File: src/rtl/mmio_uart_tx_pkg.sv
// Shared definitions for the memory-mapped UART transmitter: register map,
// STATUS bit layout, serialiser states and the baud-divider floor.
package mmio_pkg;

    localparam logic [1:0] OFF_TXDATA = 2'd0;
    localparam logic [1:0] OFF_STATUS = 2'd1;
    localparam logic [1:0] OFF_BAUD   = 2'd2;

    localparam int STS_FULL    = 0;
    localparam int STS_EMPTY   = 1;
    localparam int STS_BUSY    = 2;
    localparam int STS_OVF     = 3;
    localparam int STS_CNT_LSB = 8;
    localparam int STS_CNT_W   = 4;

    localparam logic [15:0] MIN_DIV = 16'd2;

    typedef enum logic [1:0] {
        IDLE,
        START,
        DATA,
        STOP
    } uart_state_t;

    // A divider below MIN_DIV would collapse the per-bit counter.
    function automatic logic [15:0] clamp_div(input logic [15:0] d);
        return (d < MIN_DIV) ? MIN_DIV : d;
    endfunction

endpackage

File: src/rtl/mmio_uart_tx_sync_fifo.sv
// Single-clock FIFO with occupancy count; a push while full is accepted only
// when a pop frees a slot on the same edge.
module sync_fifo #(
    parameter int WIDTH = 8,
    parameter int DEPTH = 8
) (
    input  logic                   clock,
    input  logic                   reset,
    input  logic                   push,
    input  logic                   pop,
    input  logic [WIDTH-1:0]       din,
    output logic [WIDTH-1:0]       dout,
    output logic                   full,
    output logic                   empty,
    output logic [$clog2(DEPTH):0] count
);

    localparam int AW = $clog2(DEPTH);

    logic [WIDTH-1:0] mem [DEPTH];
    logic [AW-1:0]    wr_ptr;
    logic [AW-1:0]    rd_ptr;
    logic             do_push;
    logic             do_pop;

    assign do_pop  = pop & ~empty;
    assign do_push = push & (~full | do_pop);

    // NOTE: sequential state uses non-blocking assignments so every register
    // samples pre-edge values regardless of statement order.
    always_ff @(posedge clock) begin
        if (reset) begin
            wr_ptr <= '0;
            rd_ptr <= '0;
            count  <= '0;
        end else begin
            if (do_push) wr_ptr <= wr_ptr + 1'b1;
            if (do_pop)  rd_ptr <= rd_ptr + 1'b1;
            case ({do_push, do_pop})
                2'b10:   count <= count + 1'b1;
                2'b01:   count <= count - 1'b1;
                default: ;
            endcase
        end
    end

    // NOTE: the storage array is deliberately not reset; only pointers and
    // count define validity, which keeps it mappable to plain RAM.
    always_ff @(posedge clock) begin
        if (do_push) mem[wr_ptr] <= din;
    end

    assign dout  = mem[rd_ptr];
    assign full  = (count == (AW+1)'(DEPTH));
    assign empty = (count == '0);

endmodule

File: src/rtl/mmio_uart_tx.sv
// Memory-mapped 8N1 UART transmitter: register decode, TX FIFO and a
// registered-output serialiser that streams frames back to back.
module mmio_uart_tx
    import mmio_pkg::*;
#(
    parameter logic [31:0] BASE_ADDR    = 32'hFFFFFF00,
    parameter int          FIFO_DEPTH   = 8,
    parameter int          CLKS_PER_BIT = 16
) (
    input  logic        clock,
    input  logic        reset,
    input  logic        we,
    input  logic [31:0] a,
    input  logic [31:0] wd,
    output logic [31:0] rd,
    output logic        sel,
    output logic        tx,
    output logic        tx_idle
);

    localparam int CW = $clog2(FIFO_DEPTH) + 1;

    logic [1:0]    off;
    logic          wr_en;
    logic          push;
    logic          pop;
    logic [7:0]    fifo_dout;
    logic          full;
    logic          empty;
    logic [CW-1:0] count;
    logic [31:0]   cnt_ext;
    logic [31:0]   status;
    logic          overflow;
    logic [15:0]   baud;

    uart_state_t   state, state_n;
    logic [15:0]   div_q, div_n;
    logic [15:0]   cnt, cnt_n;
    logic [2:0]    bit_idx, bit_n;
    logic [7:0]    shift, shift_n;
    logic          tx_q, tx_n;
    logic          unused_bits;

    assign sel   = (a[31:4] == BASE_ADDR[31:4]);
    assign off   = a[3:2];
    assign wr_en = we & sel;
    assign push  = wr_en & (off == OFF_TXDATA);

    sync_fifo #(.WIDTH(8), .DEPTH(FIFO_DEPTH)) u_fifo (
        .clock (clock),
        .reset (reset),
        .push  (push),
        .pop   (pop),
        .din   (wd[7:0]),
        .dout  (fifo_dout),
        .full  (full),
        .empty (empty),
        .count (count)
    );

    // Overflow is sticky; a full-FIFO push rescued by a same-edge pop is not lost.
    always_ff @(posedge clock) begin
        if (reset) begin
            overflow <= 1'b0;
            baud     <= 16'(CLKS_PER_BIT);
        end else begin
            if (push && full && !pop)
                overflow <= 1'b1;
            else if (wr_en && off == OFF_STATUS && wd[STS_OVF])
                overflow <= 1'b0;
            if (wr_en && off == OFF_BAUD)
                baud <= wd[15:0];
        end
    end

    assign cnt_ext = 32'(count);

    always_comb begin
        status                               = '0;
        status[STS_FULL]                     = full;
        status[STS_EMPTY]                    = empty;
        status[STS_BUSY]                     = (state != IDLE);
        status[STS_OVF]                      = overflow;
        status[STS_CNT_LSB +: STS_CNT_W]     = cnt_ext[STS_CNT_W-1:0];
    end

    always_comb begin
        rd = '0;
        if (sel) begin
            case (off)
                OFF_STATUS: rd = status;
                OFF_BAUD:   rd = {16'h0000, baud};
                default:    rd = '0;
            endcase
        end
    end

    always_ff @(posedge clock) begin
        if (reset) begin
            state   <= IDLE;
            div_q   <= MIN_DIV;
            cnt     <= '0;
            bit_idx <= '0;
            shift   <= '0;
            tx_q    <= 1'b1;
        end else begin
            state   <= state_n;
            div_q   <= div_n;
            cnt     <= cnt_n;
            bit_idx <= bit_n;
            shift   <= shift_n;
            tx_q    <= tx_n;
        end
    end

    // tx_n is the line level for the state being entered, so tx stays registered.
    always_comb begin
        // NOTE: every output of this block gets a default first so no path
        // leaves a signal unassigned, which would infer a latch.
        state_n = state;
        div_n   = div_q;
        cnt_n   = cnt + 16'd1;
        bit_n   = bit_idx;
        shift_n = shift;
        tx_n    = tx_q;
        pop     = 1'b0;

        case (state)
            IDLE: begin
                cnt_n = '0;
                tx_n  = 1'b1;
                if (!empty) begin
                    pop     = 1'b1;
                    shift_n = fifo_dout;
                    div_n   = clamp_div(baud);
                    state_n = START;
                    tx_n    = 1'b0;
                end
            end
            START: begin
                if (cnt == div_q - 16'd1) begin
                    cnt_n   = '0;
                    bit_n   = '0;
                    state_n = DATA;
                    tx_n    = shift[0];
                end
            end
            DATA: begin
                if (cnt == div_q - 16'd1) begin
                    cnt_n = '0;
                    if (bit_idx == 3'd7) begin
                        state_n = STOP;
                        tx_n    = 1'b1;
                    end else begin
                        bit_n   = bit_idx + 3'd1;
                        shift_n = {1'b0, shift[7:1]};
                        tx_n    = shift[1];
                    end
                end
            end
            STOP: begin
                if (cnt == div_q - 16'd1) begin
                    cnt_n = '0;
                    if (!empty) begin
                        pop     = 1'b1;
                        shift_n = fifo_dout;
                        div_n   = clamp_div(baud);
                        state_n = START;
                        tx_n    = 1'b0;
                    end else begin
                        state_n = IDLE;
                        tx_n    = 1'b1;
                    end
                end
            end
            default: state_n = IDLE;
        endcase
    end

    assign tx      = tx_q;
    assign tx_idle = empty & (state == IDLE);

    assign unused_bits = ^{a[1:0], wd[31:16], cnt_ext[31:STS_CNT_W]};

endmodule

File: config.mk
export PLATFORM = sky130hd
export DESIGN_NAME = mmio_uart_tx
export DESIGN_NICKNAME = d
export VERILOG_FILES = /design/src/rtl/mmio_uart_tx_pkg.sv /design/src/rtl/mmio_uart_tx_sync_fifo.sv /design/src/rtl/mmio_uart_tx.sv
export SDC_FILE = /design/constraint.sdc
export NUM_CORES = 1
export LEC_CHECK = 0
export BUFFER_PORTS_ARGS = -buffer_cell sky130_fd_sc_hd__buf_4
export CORE_ASPECT_RATIO = 1.1
export CORE_MARGIN = 2
export CORE_UTILIZATION = 60
export DETAILED_ROUTE_END_ITERATION = 6
export GPL_TIMING_DRIVEN = 0
export PLACE_DENSITY_LB_ADDON = 0.25
export SYNTH_ARGS = -nofsm -noshare
export SYNTH_HDL_FRONTEND = slang
export SYNTH_SLANG_ARGS = --single-unit
File: constraint.sdc
create_clock -name clock -period 8.5 [get_ports clock]
set_input_delay 0.85 -clock clock [delete_from_list [all_inputs] [get_ports clock]]
set_output_delay 0.85 -clock clock [all_outputs]
set_load 0.1 [all_outputs]
* After elaboration in Yosys (flattened, before gate mapping)
Memories as Yosys holds them, arrays and structs flattened. A register that Yosys moved wholly into a read port is not among the register bits.
Index checks and enable logic that the tools add are counted.
** Storage, ports and cells
- Bits in registers :: 73
- Bits in latches :: 0
- RAM bits :: 64
- ROM bits :: 0
- Input port bits :: 67
- Output and inout bits :: 35
- Word-level logic and storage cells :: 106
- Memories kept :: 1
** Operators by class
- $add $sub $neg :: 7
- Multipliers :: 0
- Divide/modulo/power cells :: 0
- Order comparisons :: 1
- Eq/ne operators :: 17
- Shift-type cells :: 0
- Mux-type cells :: 40
- Bitwise operators :: 8
- Reduce and logical (&&, ||, !) cells :: 21
** Memory list
- u_fifo.mem :: depth 8, bits a word 8, rd ports 1, clocked after memory_dff 1, write ports 1, line mmio_uart_tx_sync_fifo.sv:20 : logic [WIDTH-1:0] mem [DEPTH];
** Operators with widths (count)
- one-hot mux 16 bit (2 select lines) :: 3
- 2-to-1 mux 16 bit :: 5
- 2-to-1 mux 8 bit :: 4
- equality test 28 bit (second input constant) :: 1
- one-hot mux 8 bit (3 select lines) :: 1
- adder 16 x 1 -> 16 bit (second input constant) :: 1
- equality test 16 bit :: 1
- < comparator 16 x 2 -> 1 bit (second input constant) :: 1
- subtractor 16 x 1 -> 16 bit (second input constant) :: 1
- 2-to-1 mux 3 bit :: 5
- 2-to-1 mux 1 bit :: 12
- inequality test 2 bit (second input constant) :: 6
- 2-to-1 mux 2 bit :: 5
- nonzero test 2 bit :: 5
- adder 3 x 1 -> 3 bit (second input constant) :: 3
- equality test 2 bit (second input constant) :: 4
- one-hot mux 2 bit (4 select lines) :: 1
- one-hot mux 4 bit (2 select lines) :: 1
- AND reduction 4 bit :: 2
- equality test 2 x 1 -> 1 bit (second input constant) :: 3
- one-hot mux 3 bit (2 select lines) :: 1
- AND 1 bit :: 5
- logical AND 1 bit :: 5
- AND reduction 5 bit :: 1
- 15 further kinds :: 17

* Logic depth before layout (Yosys ltp)
- Word-level depth :: 9
- Gate-level depth with buffers :: 14
- Depth with buffers taken out :: 14

* By module
From an unflattened synthesis, not the netlist that was laid out.
** Unflattened totals
- Cell total of the unflattened synthesis :: 672
- Area, all modules :: 7186.9 µm²
** By module, submodules not included
- mmio_uart_tx :: instances 1, cells each 493, area an instance 3971.3 µm²
- sync_fifo :: instances 1, cells each 179, area an instance 3215.6 µm²

* Worst setup path after synthesis
OpenSTA, ideal clock, no wires.
- Path kind :: input -> output
- From :: input port a[31]
- To :: output port rd[0]
- Arrival :: 4000 ps
- Data required time :: 7650 ps
- Slack :: 3650 ps
- Stages on the path :: 6
- Path through :: nand4_1 nor3_1 and4_1 clkbuf_1 nand2_1 nor2_1
** Between the ends
- Longest elaborated chain between the ends :: 2
** Ends and longest elaborated chain
- start, declared :: line mmio_uart_tx.sv:13 : input logic [31:0] a,
- equality test 28 bit :: line mmio_uart_tx.sv:44 : assign sel = (a[31:4] == BASE_ADDR[31:4]);
- via sel :: line mmio_uart_tx.sv:16 : output logic sel,
- 2-to-1 mux 16 bit :: line mmio_uart_tx.sv:89 : if (sel) begin
- end, declared :: line mmio_uart_tx.sv:15 : output logic [31:0] rd,
The timed path passes the listed nets, and every way through them passes these cells.

* Final worst setup path
- From :: register div_q[0]
- To :: memory u_fifo.mem[5][2], enable pin
** Between the ends
- Longest elaborated chain between the ends :: 9
** Ends and longest elaborated chain
- start, declared :: line mmio_uart_tx.sv:37 : logic [15:0] div_q, div_n;
- start signal, assigned :: line mmio_uart_tx.sv:108 : div_q <= div_n;
- subtractor 16 x 1 -> 16 bit :: line mmio_uart_tx.sv:162 : if (cnt == div_q - 16'd1) begin
- equality test 16 bit :: line mmio_uart_tx.sv:162
- 2-to-1 mux 1 bit :: line mmio_uart_tx.sv:162
- one-hot mux 1 bit (2 select lines) :: line mmio_uart_tx.sv:128 : case (state)
- AND 1 bit :: line mmio_uart_tx_sync_fifo.sv:26 : assign do_pop = pop & ~empty;
- bitwise OR 1 bit :: line mmio_uart_tx_sync_fifo.sv:27 : assign do_push = push & (~full | do_pop);
- AND 1 bit :: line mmio_uart_tx_sync_fifo.sv:27
- 2-to-1 mux 1 bit :: line mmio_uart_tx_sync_fifo.sv:50 : if (do_push) mem[wr_ptr] <= din;
- 2-to-1 mux 1 bit (implied by the code) :: line mmio_uart_tx_sync_fifo.sv:50
- end, declared :: line mmio_uart_tx_sync_fifo.sv:20
No other way between the ends.

==> flow_summary.toml <==
[status]
status = "completed"

[routing]
avgRoutedWirePerCell_um = 18.5
avgViaCountPerCell = 5.90
dr_total_vias = 5276
antenna_left = 0
drt-pass1-iter-count = 5
routed_wl_mm = 16.5
first_iter_violations = 439
drc = 0

[grt]
grt_max_degree = 17
first_global_vias = 5038
grt_antenna_before_repair = 0
overflow = 0
gr-usage-all-layers_pct = 26.7
grt_pass1_wl_mm = 25.0

[die]
initial_utilization_pct = 61.2
dieHeight_um = 117
die_w_um = 107
die-area_um2 = 12500
ios = 102
core_um2 = 11400
num_rows = 41

[yosys]
ys_async_sr_fraction_pct = 0
seq_area_frac_synth_pct = 49.4
synthDistinctLibCells = 65
synth-adder-area-share_pct = 2.69
synth_xor_area_share_pct = 4.02
synth_warnings = 0
synth_area_per_cell_um2 = 11.1
synth_simple_gate_area_share_pct = 18.3
ys_ff_latch = 140
synth_compound_area_share_pct = 7.43
synth_top_family_by_area = "simple AND/OR/NAND/NOR gates"
synth_area_um2 = 6970
ys.flop_type = "dfxtp_1"
syn_inst = 630
synth_edf_count = 64
synth_mux_area_share_pct = 13.5

[clock_tree]
cts_root_buf = "clkbuf_16"
h-tree-depth = 4
clk_pin_slew_ns = 0.06
cts_resized = 0
cts.sinks = 140
holdBufCountCts = 0
cts.path.max_buffers = 2
cts_tree = "built"
cts_setup_buffers = 0
cts_buffers = 17
clk_latency_ns = 0.42

[hold_path]
hold_depth = 2
hold_end = "overflow$_SDFFE_PP0P_"
hold_start = "overflow$_SDFFE_PP0P_"
hold_class = "reg -> reg"

[setup_path]
endpoint_kind = "flip-flop"
cpMostUsedCell = "nand2_1"
critPathBufInv = 1
slowest_stage = "nor3_1"
start_kind = "flip-flop"
crit_type = "reg -> reg"
path_cells = "inv_1, ha_1, nor3b_2, and4_1, a211o_1, and3_1, nor2_1, or4_1, nand2_1, nand2_1, nor3_1"
crit_family = "simple AND/OR/NAND/NOR gates"
r2r-end = "u_fifo.mem[5][2]$_DFFE_PP_"
r2r_cells = 11
ff2ff_setup_slack_ns = 4.08
crit_required_ns = 8.52
worstReg2RegStart = "div_q[0]$_SDFFE_PP0P_"
crit_arrival_ns = 4.44
path_max_fanout = 8
max_stage_delay_ns = 1.07

[run]
max-cap-violations = 0

[finish]
most-common-layout-cells = "nor2_1, buf_4, dfxtp_1"
multiInputGateArea_um2 = 3280
final_util_pct = 72.9
syn_to_final_growth_pct = 19.1
fillCellCount = 780
layout_commonest_cell = "nor2_1"
n_antenna_cell = 0
final-seq-area_um2 = 3440
drive_gt1_share_pct = 22.0
final_nets = 813

[power]
pwr_density_cell_nw_per_um2 = 254
vdd_drop_max_mv = 0.203
p_leak_nw = 3.29

[sta]
finClkSkew_ns = 0.00986
period_share_pct = 52.0
final_max_slew_viol_count = 0
hold_viol = 0
grt_setup_unrepaired = "no"
worst_slew_margin_rel_pct = 7.37
finalSetupViolCount = 0
layout_min_cycle_time_ns = 4.42
clock.fmax_mhz = 226
setup_tns_ns = 0
tightest_slew_ns = 1.38

[placement]
dp_hpwl_mm = 11.8
gp_congestion = 0.866
port-buffer-count = 67
## sequential cells by signal, indices dropped and copies added, names as in the netlist, named ones only
name and cells:
baud 16, shift 8, u_fifo.count 4, overflow 1
state 2, u_fifo.rd_ptr 3, bit_idx 3, u_fifo.wr_ptr 3
u_fifo.mem 64, cnt 16, tx 1, div_q 16
## area by class of cell
class / count / share of cell area, %
Sequential cell: 140 / 41.5
Inverter: 11 / 0.498
Buffer: 51 / 3.35
Timing Repair Buffer: 67 / 6.06
Clock inverter: 13 / 1.30
Tap cell: 150 / 2.26
Multi-Input combinational cell: 443 / 39.6
Clock buffer: 19 / 5.47
## cells by family (layout without fill, tap and decap cells)
group                      Yosys count  count (layout)
adders and majority gates           15              15
muxes                               70              70
DFF                                140             140
buffers and inverters               62             161
other                                1              16
AOI/OAI and AO/OA                   67              67
xor gates and xnor gates            32              32
and+or+nand+nor                    243             243
## worst min-delay path: stages, from the launching register on
cell       delay, ns
dfxtp_1         0.33
a2bb2oi_1       0.06
nor2_1          0.07
## power breakdown
part | total (mW) | internal (mW) | switching (mW)
Combinational | 0.638 | 0.265 | 0.373
Sequential | 0.775 | 0.744 | 0.0316
Clock | 0.698 | 0.396 | 0.302
Total | 2.11 | 1.41 | 0.706
## worst max path at each step
stage / slack (ns) / startpoint / end / cells after the start
after CTS: 3.92 / div_q[0]$_SDFFE_PP0P_ / u_fifo.mem[3][4]$_DFFE_PP_ / 11
after detailed placement: 3.92 / a[29] / u_fifo.mem[3][0]$_DFFE_PP_ / 11
final: 4.08 / div_q[0]$_SDFFE_PP0P_ / u_fifo.mem[5][2]$_DFFE_PP_ / 11
after global placement: 4.04 / a[31] / u_fifo.mem[3][0]$_DFFE_PP_ / 11
after floorplan: 3.65 / a[31] / rd[0] / 6
after global routing: 3.82 / div_q[0]$_SDFFE_PP0P_ / u_fifo.mem[5][0]$_DFFE_PP_ / 10
## Yosys cell counts, types with 3 or more instances
master / instances / area share (%)
a211oi_1: 3 / 0.32
a21oi_1: 14 / 1.0
a221oi_1: 3 / 0.38
a22oi_1: 8 / 0.86
a31oi_1: 5 / 0.45
and2_1: 4 / 0.36
and3_1: 18 / 1.6
and4_1: 4 / 0.50
buf_1: 5 / 0.27
buf_4: 17 / 1.8
buf_6: 3 / 0.48
clkbuf_1: 26 / 1.4
dfxtp_1: 76 / 22
edfxtp_1: 64 / 28
ha_1: 15 / 2.7
inv_1: 11 / 0.59
mux2_4: 8 / 1.7
mux2i_1: 45 / 6.5
mux4_2: 16 / 5.2
nand2_1: 28 / 1.5
nand3_1: 18 / 1.3
nand4_1: 9 / 0.81
nor2_1: 99 / 5.3
nor2b_1: 10 / 0.90
nor3_1: 14 / 1.0
nor3b_1: 5 / 0.54
nor4_1: 7 / 0.63
nor4_4: 3 / 0.92
o21ai_0: 7 / 0.50
o21ai_1: 3 / 0.22
or2_2: 3 / 0.27
or4_1: 5 / 0.54
xnor2_1: 13 / 1.6
xor2_1: 19 / 2.4
## per-layer routing
metal / GRT usage, % / wire (µm) / up-vias
met5: 0 / 0 / -
li1: - / - / 2472
met1: 30.0 / 6450 / 2573
met4: 12.5 / 493 / 0
met2: 48.1 / 8630 / 196
met3: 6.64 / 935 / 35
## metrics by stage
stage | worst slack [ns] | total power [mW] | hold WS, ns | std cells | instance area, µm²
detailed placement | 3.92 | 1.42 | 0.478 | 862 | 7730
finish | 4.08 | 2.11 | 0.500 | 894 | 8300
global placement | 4.04 | 1.40 | 0.456 | 862 | 7720
CTS | 3.92 | 2.12 | 0.492 | 894 | 8290
global route | 3.82 | 2.20 | 0.519 | 894 | 8300
floorplan | 3.65 | 1.29 | 0.444 | 645 | 7030
No activity file was read; power rests on OpenSTA's default activity.
